## src/rtl/pow2_gen.sv

```systemverilog
// Sequential power-of-two source: single exponent or full sweep, delivered
// over a valid/ready handshake. result is MSB-first (index 0 is the MSB).
module pow2_gen #(
  parameter int WIDTH = 8,
  parameter int EW    = 4
) (
  input  logic            clk,
  input  logic            rst_n,
  input  logic            start,
  input  logic            sweep,
  input  logic [EW-1:0]   exp,
  output logic            busy,
  output logic            out_valid,
  input  logic            out_ready,
  output logic [0:WIDTH-1] result,
  output logic            last,
  output logic            err
);

  localparam int IW = (WIDTH > 1) ? $clog2(WIDTH) : 1;

  localparam logic [1:0] IDLE  = 2'd0;
  localparam logic [1:0] SHIFT = 2'd1;
  localparam logic [1:0] DONE  = 2'd2;

  localparam logic [EW-1:0] EXP_LIMIT = EW'(WIDTH);
  localparam logic [IW-1:0] LAST_IDX  = IW'(WIDTH - 1);

  logic [1:0]       state;
  logic [WIDTH-1:0] acc;
  logic [EW-1:0]    cnt;
  logic [IW-1:0]    sweep_idx;
  logic             mode_sweep;
  logic             err_q;

  logic             in_done;
  logic             sweep_last;
  logic             accept;
  logic             final_accept;

  assign in_done      = (state == DONE);
  assign sweep_last   = (sweep_idx == LAST_IDX);
  assign accept       = in_done && out_ready;
  assign final_accept = accept && (!mode_sweep || sweep_last);

  // The first shift happens on the start edge itself (acc loads 2, cnt loads
  // exp-1), so 2^exp is valid after edge max(exp,1) with exactly exp shifts.
  always_ff @(posedge clk or negedge rst_n) begin
    if (!rst_n) begin
      state      <= IDLE;
      acc        <= '0;
      cnt        <= '0;
      sweep_idx  <= '0;
      mode_sweep <= 1'b0;
      err_q      <= 1'b0;
    end else begin
      case (state)
        IDLE: begin
          if (start) begin
            sweep_idx <= '0;
            if (sweep) begin
              mode_sweep <= 1'b1;
              acc        <= WIDTH'(1);
              cnt        <= '0;
              err_q      <= 1'b0;
              state      <= DONE;
            end else if (exp >= EXP_LIMIT) begin
              mode_sweep <= 1'b0;
              acc        <= '0;
              cnt        <= '0;
              err_q      <= 1'b1;
              state      <= DONE;
            end else if (exp == '0) begin
              mode_sweep <= 1'b0;
              acc        <= WIDTH'(1);
              cnt        <= '0;
              err_q      <= 1'b0;
              state      <= DONE;
            end else begin
              mode_sweep <= 1'b0;
              acc        <= WIDTH'(2);
              cnt        <= exp - EW'(1);
              err_q      <= 1'b0;
              state      <= (exp == EW'(1)) ? DONE : SHIFT;
            end
          end
        end

        SHIFT: begin
          acc <= acc << 1;
          cnt <= cnt - EW'(1);
          if (cnt == EW'(1)) begin
            state <= DONE;
          end
        end

        DONE: begin
          if (final_accept) begin
            state      <= IDLE;
            acc        <= '0;
            cnt        <= '0;
            sweep_idx  <= '0;
            mode_sweep <= 1'b0;
            err_q      <= 1'b0;
          end else if (accept) begin
            acc       <= acc << 1;
            sweep_idx <= sweep_idx + IW'(1);
          end
        end

        default: begin
          state <= IDLE;
        end
      endcase
    end
  end

  assign busy      = (state != IDLE);
  assign out_valid = in_done;
  assign result    = in_done ? acc : '0;
  assign last      = in_done && (!mode_sweep || sweep_last);
  assign err       = in_done && err_q;

endmodule

```

## config.mk

```make
export PLATFORM = sky130hd
export DESIGN_NAME = pow2_gen
export DESIGN_NICKNAME = d
export VERILOG_FILES = /design/src/rtl/pow2_gen.sv
export SDC_FILE = /design/constraint.sdc
export NUM_CORES = 1
export LEC_CHECK = 0
export CORE_UTILIZATION = 46
export CTS_BUF_LIST = sky130_fd_sc_hd__clkbuf_16
export DETAILED_ROUTE_END_ITERATION = 10
export PLACE_DENSITY_LB_ADDON = 0.3
export SYNTH_ARGS = -nofsm -noshare
export SYNTH_HDL_FRONTEND = slang
export SYNTH_SLANG_ARGS = --single-unit
```

## constraint.sdc

```tcl
create_clock -name clk -period 1.5 [get_ports clk]
set_input_delay 0.15 -clock clk [delete_from_list [all_inputs] [get_ports clk]]
set_output_delay 0.15 -clock clk [all_outputs]
set_load 0.05 [all_outputs]
```

[Word level (Yosys, flattened, before mapping)]
Index checks and enable logic that the tools add are counted.
Operators by class
  add/sub/neg operators: 3
  order comparisons: 1
  equal/unequal tests: 9
  mux-type cells: 34
  reductions and logical operators: 16
Operator list (count)
  8-bit two-way mux: 4
  8-bit case mux with 3 select lines: 1
  2-bit two-way mux: 10
  4-bit two-way mux: 5
  3-bit AND reduction: 5
  4-bit case mux with 3 select lines: 1
  3-bit two-way mux: 3
  4-bit by 1-bit equality test with 1-bit output, second input constant: 2
  4-bit by 1-bit subtractor with 4-bit output, second input constant: 2
  1-bit two-way mux: 6
  2-bit case mux with 3 select lines: 1
  3-bit case mux with 2 select lines: 1
  4-bit >= comparator, second input constant: 1
  1-bit logical AND: 4
  4-bit logical NOT: 1
  2-bit inequality test, second input constant: 2
  1-bit case mux with 2 select lines: 2
  2-bit nonzero test: 2
  3-bit by 1-bit adder with 3-bit output, second input constant: 1
  3-bit equality test, second input constant: 1
  3-bit by 1-bit inequality test with 1-bit output, second input constant: 1
  3-bit nonzero test: 1
  2-bit by 1-bit equality test with 1-bit output, second input constant: 1
  2-bit equality test, second input constant: 1
  4 further kinds: 4
Storage, ports and cells
  register bits after elaboration: 19
  bits of input ports: 9
  logic and storage cells: 69

[Depth between registers and ports, before layout]
Gate-level depths: netlist (run 1).
  depth after elaboration: 7
  depth in mapped cells: 7
  depth with buffers taken out: 6

[Least setup slack after synthesis (run 1)]
Ideal clock, no wire load.
  kind: reg-to-reg
  from: register state[0]
  to: register cnt[3]
  library setup time: 119 ps
  arrival: 1824 ps
  required time: 1381 ps
  setup slack: -443 ps
  cell stages (with the launch flop): 8
  buffers on the path: 1
  clock period less this slack: 1943 ps
  cell sequence: dfrtp_1 -> inv_1 -> ha_1 -> nand3b_1 -> and4b_1 -> buf_2 -> nand3_1 -> a21bo_2
Between the ends
  longest elaborated chain between the ends: 5
Ends and longest elaborated chain
  start, declared: line 29  | logic [1:0] state;
  start signal, assigned: line 84  | state <= (exp == EW'(1)) ? DONE : SHIFT;
  2-bit equality test *: line 41  | assign in_done = (state == DONE);
  net out_valid: line 13  | output logic out_valid,
  1-bit logical AND: line 43  | assign accept = in_done && out_ready;
  1-bit logical AND: line 44  | assign final_accept = accept && (!mode_sweep || sweep_last);
  2-bit by 1-bit inequality test with 1-bit output (no line)
  3-bit AND reduction (no line)
  end signal, assigned: line 82  | cnt <= exp - EW'(1);
  end signal, assigned: line 91  | cnt <= cnt - EW'(1);
  end, declared: line 31  | logic [EW-1:0] cnt;
Mark *: on every way through the listed nets, which the timed path passes. The rest lies on a longest branch.
A chain may end at the register's enable or synchronous reset.

[Final worst setup path (run 1)]
  from: register sweep_idx[0]
  to: output last
Between the ends
  longest elaborated chain between the ends: 3
Ends and longest elaborated chain
  start, declared: line 32  | logic [IW-1:0] sweep_idx;
  start signal, assigned: line 107  | sweep_idx <= sweep_idx + IW'(1);
  3-bit equality test: line 42  | assign sweep_last = (sweep_idx == LAST_IDX);
  1-bit logical OR: line 121  | assign last = in_done && (!mode_sweep || sweep_last);
  1-bit logical AND: line 121
  end, declared: line 16  | output logic last,
No other way between the ends.

==> results of run 1 <==
[stage by stage]
stage | total power [mW] | utilization [%] | hold WS [ns] | cells
finish | 4.37 | 88.5 | 0.226 | 194
global route | 4.58 | 88.5 | 0.263 | 194
CTS | 3.92 | 82.6 | 0.238 | 189
detailed placement | 3.05 | 74.7 | 0.497 | 181
global placement | 2.95 | 74.7 | 0.492 | 181
floorplan | 2.18 | - | -0.146 | 116
[metal layers]
| layer | wire length (um) | global-route usage [%] | vias up | part of all wire [%] |
|---|---|---|---|---|
| met1 | 1460 | 31.3 | 561 | 42 |
| li1 | - | - | 527 | - |
| met3 | 140 | 6.09 | 11 | 4.0 |
| met5 | 0 | 0 | - | 0 |
| met2 | 1800 | 47.3 | 43 | 52 |
| met4 | 77 | 14.5 | 0 | 2.2 |
[area by class of cell]
cell class / count / area share, %
Multi-Input combinational cell: 86 / 41.7
Timing Repair Buffer: 48 / 27.3
Sequential cell: 19 / 23.4
Clock buffer: 3 / 3.69
Inverter: 9 / 1.85
Tap cell: 28 / 1.72
Clock inverter: 1 / 0.246
[sequential cells by signal (all words and copies together), names as in the netlist]
| register | count |
|---|---|
| acc | 8 |
| cnt | 4 |
| err_q | 1 |
| mode_sweep | 1 |
| state | 2 |
| sweep_idx | 3 |
[worst paths after layout]
check	depth (start not counted)	start	to	slack, ns
max	6	sweep_idx[0]$_DFFE_PN0P_	last	-0.21
min	2	rst_n	cnt[0]$_DFFE_PN0P_	0.23
max reg2reg	6	sweep_idx[0]$_DFFE_PN0P_	cnt[3]$_DFFE_PN0P_	-0.17
min reg2reg	1	acc[7]$_DFFE_PN0P_	acc[7]$_DFFE_PN0P_	0.51
max in group asynchronous	2	rst_n	state[1]$_DFFE_PN0P_	1.05
min in group clk	1	acc[7]$_DFFE_PN0P_	acc[7]$_DFFE_PN0P_	0.51
[worst max-delay path: stages (launching register included)]
cell	delay, ns
dfrtp_1	0.41
ha_4	0.18
ha_4	0.15
nand2b_4	0.15
buf_6	0.12
and2_4	0.14
buf_8	0.14
[timing repair]
action | CTS | global route
setup endpoints to repair | 29 | 31
buffers inserted | 4 | 4
gates resized for setup | 25 | 22
pin swaps | 6 | 15
gates cloned | 0 | 1
[synth_stat cells, drive strengths merged]
cell type  number
o31ai           1
nor2b           2
a2bb2oi         1
o32a            1
or3             4
nand2           7
nor4b           1
a211oi          1
buf             2
a22o            9
and2           10
o22a            1
a21oi           5
o21ai           7
mux2            2
o32ai           2
ha              8
a31oi           1
a21bo           1
nand3           2
dfrtp          19
inv             9
nor3b           1
nor3            4
nor2            7
nand3b          1
and4b           1
clkbuf          1
nand4b          1
nand2b          3
nor4            1
[power by group through the flow]
stage	combinational [mW]	sequential [mW]	clock, mW
after floorplan	1.43	0.742	0
after global placement	2.18	0.763	0
after detailed placement	2.28	0.776	0
after CTS	2.59	0.772	0.561
after global routing	3.18	0.809	0.587
final	3.01	0.795	0.559
[logic make-up (layout without fill, tap and decap cells)]
kind of cell / after synthesis / after routing / share of synthesized area, %
AND/OR/NAND/NOR: 45 / 46 / 24.1
AO/OA/AOI/OAI: 30 / 30 / 19.9
flip-flops: 19 / 19 / 40.9
buffers and inverters: 12 / 61 / 4.62
adder cells (fa/ha/maj): 8 / 8 / 8.60
multiplexers: 2 / 2 / 1.94
==> metrics.txt, run 1 <==
f_max 0.586 GHz; initial core utilization 50.7%; initial antenna violation count 0; layout cells sized above 1 56.0%; worst-skew pair later-pin latency 0.25 ns; area grow syn2layout 74.7%; Leakage 0.895 nW; dpl ws -0.264 ns; post-route setup TNS -3.05 ns; Clock Sinks 19; CTS buffer count 3; final instance area 2030 um2; Root Driver clkbuf_16; Final Hold Fails 0; critical path arrival 1.56 ns; Die ar. 2730 um2; n_diodes 0; Tcrit/Tclk final 114%; switching pwr 1.81 mW; clock power share 12.8%; WP data required 1.35 ns; top-area cell type share of the netlist area 40.9%; average wire per standard cell 17.9 um; first-pass GRT wire length 5310 um; Hold WC Path Type input port to async pin; Initial DRC Count 24; clock-pin slew of the registers on the worst-case setup and hold paths 0.06 ns; TritonCTS clock tree built; Post-Syn Nets 133; Flop pwr share 18.2%; hold_buf cts 0; Multi-input gate area 848 um2; IO buf count 20; Max-cap violations 0; # setup viols final 30; Placer Congestion 0.848; Site Rows 17; distinct cell type count after synthesis 33; Slew @ Worst Pin 0.317 ns; critical path type flop to output pin; cell taking the most area after synthesis dfrtp_1; sequential cell area fraction in the yosys report 40.9%; commonest cells after routing, fill and taps aside buf_4 (20), dfrtp_1 (18), buf_12 (11), and2_4 (10), a22o_1 (9); Die Y 52.3 um; Cell Area, Synth 1160 um2; failing checks setup timing; Final nets 184; RSZ-0062 raised after global routing yes; Placed Area 1720 um2; power per cell area 2150 nW/um2; drt via density 5.89; YS warnings 0; Final min period 1.71 ns; I/O pin total 21; Pins Over Slew Limit 0; flops & latches, synth 19; H-tree depth 1; crit path max fanout 2; Int Pwr 2.56 mW; final worst slack -0.208 ns; die width 52.3 um; Crit. End Element output pin; register area 477 um2; relative slew slack 78.7%; antenna-violating nets left 0; status finished with violations; WL final 3470 um; DP Wirelength 2270 um; core area 2300 um2; Setup Skew 0.00361 ns; vias in the first global route 1148; maximum vdd drop 1.94 mV; Net Sw Frac 41.4%; drt drc 0; Total Routing Usage GR 27.4%; top cells by area, synth dfrtp_1 (41%), ha_1 (8.6%), a22o_1 (6.8%); Post-Syn Instances 116; most common cell after layout, fill and taps aside buf_4; Logic pwr share 69.0%; DRT Pass-1 Iters 4; GRT overflow 0; Post-Syn Area per Cell 10.0 um2; Bufs on Longest Clock Path 2; pin count of the biggest net entering global routing 20; fill count 97; DR vias 1142; Startpoint Class flop
No activity file was read; power rests on OpenSTA's default activity.
==> inputs of run 2 (changes only) <==
CORE_MARGIN = 8   (was default)
CORE_UTILIZATION = 50   (was 46)
CTS_CLUSTER_SIZE = 16   (was default)
clock period = 1.8 ns   (was 1.5 ns; I/O delays follow)
==> metrics.txt, run 2 (synthesized netlist as in run 1, its figures left out) <==
H-tree depth 1 (unchanged); # setup viols final 0 (-100%); Final min period 1.72 ns; Hold WC Path Type input port to async pin; Clock Sinks 19 (unchanged); f_max 0.580 GHz; worst-skew pair later-pin latency 0.25 ns (about the same); CP max stage delay 0.38 ns (-0.03 ns); die width 64.2 um (+23%); Pwr Total 2.78 mW (-36%); average wire per standard cell 16.0 um (-11%); TritonCTS clock tree built; fill count 142 (+46%); initial core utilization 52.6% (+1.9 points); Largest Register acc; area grow syn2layout 45.5%; core area 2210 um2 (-3.7%); clock-pin slew of the registers on the worst-case setup and hold paths 0.05 ns (about the same); vias in the first global route 1055 (-8.1%); n_diodes 0 (unchanged); GRT overflow 0 (unchanged); Max-cap violations 0 (unchanged); max reg flops 8 (unchanged); drt via density 5.68 (-3.5%); initial antenna violation count 0 (unchanged); Slew @ Worst Pin 0.367 ns (+0.0495 ns); critical path type flop to output pin; DP Wirelength 1990 um (-12%); WP data required 1.62 ns (+0.27 ns); Leakage 0.758 nW (-15%); status finished, final reports clean; Die ar. 4130 um2 (+51%); Total Routing Usage GR 13.9% (-14 points); hold_ws 0.267 ns (+0.0402 ns); Final nets 164 (-11%); Site Rows 17 (unchanged); Initial DRC Count 37 (+54%); I/O pin total 21 (unchanged); pin count of the biggest net entering global routing 20 (unchanged); Crit. End Element output pin; Placer Congestion 0.950 (+12%); Startpoint Class flop; hold_buf cts 0 (unchanged); commonest cells after routing, fill and taps aside dfrtp_1 (18), buf_12 (11), and2_1 (10), buf_4 (10), a22o_1 (9); maximum vdd drop 1.23 mV (-37%); Tcrit/Tclk final 95.8%; DR vias 988 (-13%); Final Hold Fails 0 (unchanged); biggest regs acc (8), cnt (4), sweep_idx (3); IO buf count 20 (unchanged); most common cell after layout, fill and taps aside dfrtp_1; drt drc 0 (unchanged); relative slew slack 75.4% (-3.2 points); power per cell area 1640 nW/um2 (-24%); Setup Skew 0.00167 ns (-0.00194 ns); crit path max fanout 3 (+1); antenna-violating nets left 0 (unchanged); DRT Pass-1 Iters 4 (unchanged); first-pass GRT wire length 4670 um (-12%); Bufs on Longest Clock Path 2 (unchanged); Critical-path top delay cell dfrtp_1; Root Driver clkbuf_16; CTS buffer count 3 (unchanged); WL final 2780 um (-20%); critical path arrival 1.54 ns (-0.02 ns); Pins Over Slew Limit 0 (unchanged); layout cells sized above 1 28.8% (-27 points); Die Y 64.2 um (+23%); Most common cell on crit path ha_1; worst-path cell chain ha_1, ha_1, nand2b_4, and2_1, buf_4
[run 2: changes by cell type in the layout (fill, tap and decap cells not counted), sizes merged]
cell | before | now
buf | 40 | 21
clkinvlp | 1 | 0
inv | 8 | 9
or3 | 5 | 4
[run 2: repair_timing]
item                                    in CTS  in global routing
pin swaps                                    1                  2
endpoints found under the setup margin       7                 19
gates resized for setup                      1                  8
endpoints found under the hold margin        0                  0
buffers inserted                             1                  1
[run 2: final cells by class]
type | count | area [um2] | area share [%]
Timing Repair Buffer | 29 | 375 | 22.2
Sequential cell | 19 | 477 | 28.2
Clock buffer | 3 | 75.1 | 4.43
Clock inverter | 1 | 5.00 | 0.296
Tap cell | 28 | 35.0 | 2.07
Multi-Input combinational cell | 85 | 692 | 40.9
Inverter | 9 | 33.8 | 2.00
[run 2: worst max-delay path: cells and delay by family (launching register included)]
| family | cells | cell delay [ns] |
|---|---|---|
| adder cells (fa/ha/maj) | 2 | 0.42 |
| flip-flops | 1 | 0.38 |
| AND/OR/NAND/NOR | 2 | 0.32 |
| buffers and inverters | 1 | 0.18 |
[run 2: final timing paths]
check,startpoint,endpoint,slack [ns],cells after the start
max,sweep_idx[0]$_DFFE_PN0P_,last,0.08,5
min,rst_n,acc[3]$_DFFE_PN0P_,0.27,2
max reg2reg,sweep_idx[0]$_DFFE_PN0P_,acc[2]$_DFFE_PN0P_,0.08,6
min reg2reg,acc[7]$_DFFE_PN0P_,acc[7]$_DFFE_PN0P_,0.50,1
max in group asynchronous,rst_n,state[1]$_DFFE_PN0P_,1.32,2
min in group clk,acc[7]$_DFFE_PN0P_,acc[7]$_DFFE_PN0P_,0.50,1
[run 2: power by group]
part	switching (mW)	total [mW]	internal, mW
logic	0.919	1.70	0.778
registers	0.0980	0.633	0.535
clock network	0.152	0.450	0.297
[run 2: stage by stage]
stage          util (%)  setup slack (ns)  std cells  instance area [um2]   TNS, ns
6_report           76.5            0.0756        174                 1690         0
5_1_grt            76.5          -0.00919        174                 1690  -0.00919
3_3_place_gp       69.7          -0.00729        168                 1540  -0.00729
3_5_place_dp       69.7           -0.0235        168                 1540    -0.133
2_1_floorplan         -            0.0508        116                 1170         0
4_1_cts            73.9          0.000755        173                 1630         0
[run 2: metal layers]
metal  wire (um)  share of wire [%]  track usage, %
met1        1150                 41            15.0
met2        1400                 50            23.5
met3         115                4.1            2.96
met4         113                4.1            10.1
met5           0                  0               0
==> inputs of run 3 (changes only) <==
CTS_BUF_LIST = default   (was sky130_fd_sc_hd__clkbuf_16)
==> metrics.txt, run 3 (synthesized netlist as in run 1, its figures left out) <==
worst reg2reg startpoint sweep_idx[0]$_DFFE_PN0P_; Root Driver clkbuf_4; WP data required 1.62 ns (about the same); critical path arrival 1.58 ns (+0.04 ns); Setup Skew 0.00284 ns (+0.00117 ns); crit path max fanout 3 (unchanged); I/O pin total 21 (unchanged); DP Wirelength 1990 um (unchanged); CTS buffer count 3 (unchanged); Pins Over Slew Limit 0 (unchanged); Total Routing Usage GR 13.7% (-0.24 points); pin count of the biggest net entering global routing 20 (unchanged); die width 64.2 um (unchanged); status finished, final reports clean; Hold WC Path Type input port to async pin; Layout Cells excl Fill 176 (+1.1%); IO buf count 20 (unchanged); maximum vdd drop 1.22 mV (-1.1%); Final Hold Fails 0 (unchanged); relative slew slack 75.5% (about the same); TritonCTS clock tree built; Final nets 166 (+1.2%); first-pass GRT wire length 4670 um (unchanged); average wire per standard cell 15.7 um (-1.4%); drt drc 0 (unchanged); Startpoint Class flop; Site Rows 17 (unchanged); Pwr Total 2.60 mW (-6.6%); Die ar. 4130 um2 (unchanged); biggest regs acc (8), cnt (4), sweep_idx (3); vias in the first global route 1020 (-3.3%); worst-skew pair later-pin latency 0.29 ns (+0.04 ns); Crit. End Element output pin; layout cells sized above 1 31.8% (+3.0 points); Largest Register acc; Leakage 0.746 nW (-1.6%); Initial DRC Count 27 (-27%); Tcrit/Tclk final 97.9% (+2.1 points); initial core utilization 52.6% (unchanged); placed cells 168 (unchanged); worst reg2reg setup slack 0.07 ns (about the same); Clock Sinks 19 (unchanged); max reg flops 8 (unchanged); antenna-violating nets left 0 (unchanged); drt via density 5.47 (-3.7%); DRT Pass-1 Iters 4 (unchanged); n_diodes 0 (unchanged); hold_buf cts 0 (unchanged); f_max 0.567 GHz (-2.2%); worst r2r path cells 6 (unchanged); Final min period 1.76 ns (+0.0381 ns); commonest cells after routing, fill and taps aside dfrtp_1 (18), buf_12 (11), buf_4 (11), and2_1 (10), a22o_1 (9); clock-pin slew of the registers on the worst-case setup and hold paths 0.11 ns (+0.06 ns); core area 2210 um2 (unchanged); Placer Congestion 0.950 (unchanged); # setup viols final 0 (unchanged); Die Y 64.2 um (unchanged); fill count 150 (+5.6%); reg2reg end cnt[2]$_DFFE_PN0P_; area grow syn2layout 44.0%; H-tree depth 1 (unchanged); GRT overflow 0 (unchanged); DR vias 962 (-2.6%); most common cell after layout, fill and taps aside dfrtp_1; Max-cap violations 0 (unchanged); initial antenna violation count 0 (unchanged); Bufs on Longest Clock Path 2 (unchanged); WL final 2770 um (-0.29%); Slew @ Worst Pin 0.366 ns (-0.00101 ns); critical path type flop to output pin; power per cell area 1550 nW/um2 (-5.6%)
## run 3: final cells by class
| class | instances | area, um2 | share of cell area [%] |
|---|---|---|---|
| Sequential cell | 19 | 477 | 28.5 |
| Inverter | 9 | 33.8 | 2.02 |
| Timing Repair Buffer | 31 | 394 | 23.5 |
| Clock inverter | 1 | 5.00 | 0.299 |
| Multi-Input combinational cell | 85 | 708 | 42.3 |
| Tap cell | 28 | 35.0 | 2.09 |
| Clock buffer | 3 | 22.5 | 1.34 |
## run 3: metal layers
layer / vias to the layer above / part of all wire [%] / GRT usage [%]
li1: 476 / - / -
met1: 466 / 41 / 15.1
met2: 16 / 54 / 24.5
met3: 4 / 3.4 / 2.96
met4: 0 / 1.4 / 5.72
met5: - / 0 / 0
## run 3: stage by stage
stage	util (%)	hold WS [ns]	cell area (um2)	setup WS, ns	TNS [ns]
finish	75.7	0.214	1680	0.0375	0
global route	75.7	0.229	1680	-0.00714	-0.0131
CTS	72.5	0.218	1600	-0.00718	-0.0118
detailed placement	69.7	0.485	1540	-0.0235	-0.133
global placement	69.7	0.488	1540	-0.00729	-0.00729
floorplan	-	-0.116	1170	0.0508	0
## run 3: timing repair
action / in CTS / in global routing
cloned: 0 / 0
gates resized for setup: 4 / 10
endpoints found under the setup margin: 17 / 20
pin swaps: 1 / 0
setup buffers: 1 / 3
## run 3: worst max path at each step
stage                                   startpoint                  to  cells after the start
after floorplan               state[0]$_DFFE_PN0P_                 err                      4
after global placement    sweep_idx[0]$_DFFE_PN0P_  acc[2]$_DFFE_PN0P_                      6
after detailed placement  sweep_idx[0]$_DFFE_PN0P_  acc[2]$_DFFE_PN0P_                      6
after CTS                     state[1]$_DFFE_PN0P_  acc[7]$_DFFE_PN0P_                      6
after global routing      sweep_idx[0]$_DFFE_PN0P_                last                      5
final                     sweep_idx[0]$_DFFE_PN0P_                last                      5
## run 3: power breakdown
group / leakage [nW] / internal [mW] / switching [mW] / total (mW)
clock network: 0.0177 / 0.0824 / 0.131 / 0.213
registers: 0.256 / 0.533 / 0.101 / 0.633
logic: 0.473 / 0.812 / 0.937 / 1.75
total: 0.746 / 1.43 / 1.17 / 2.60
## run 3: critical path, stage by stage, from the launching register on
cell and delay, ns:
dfrtp_1 0.41, ha_1 0.21, ha_2 0.19, nand2b_4 0.16, and2_1 0.17, buf_6 0.15
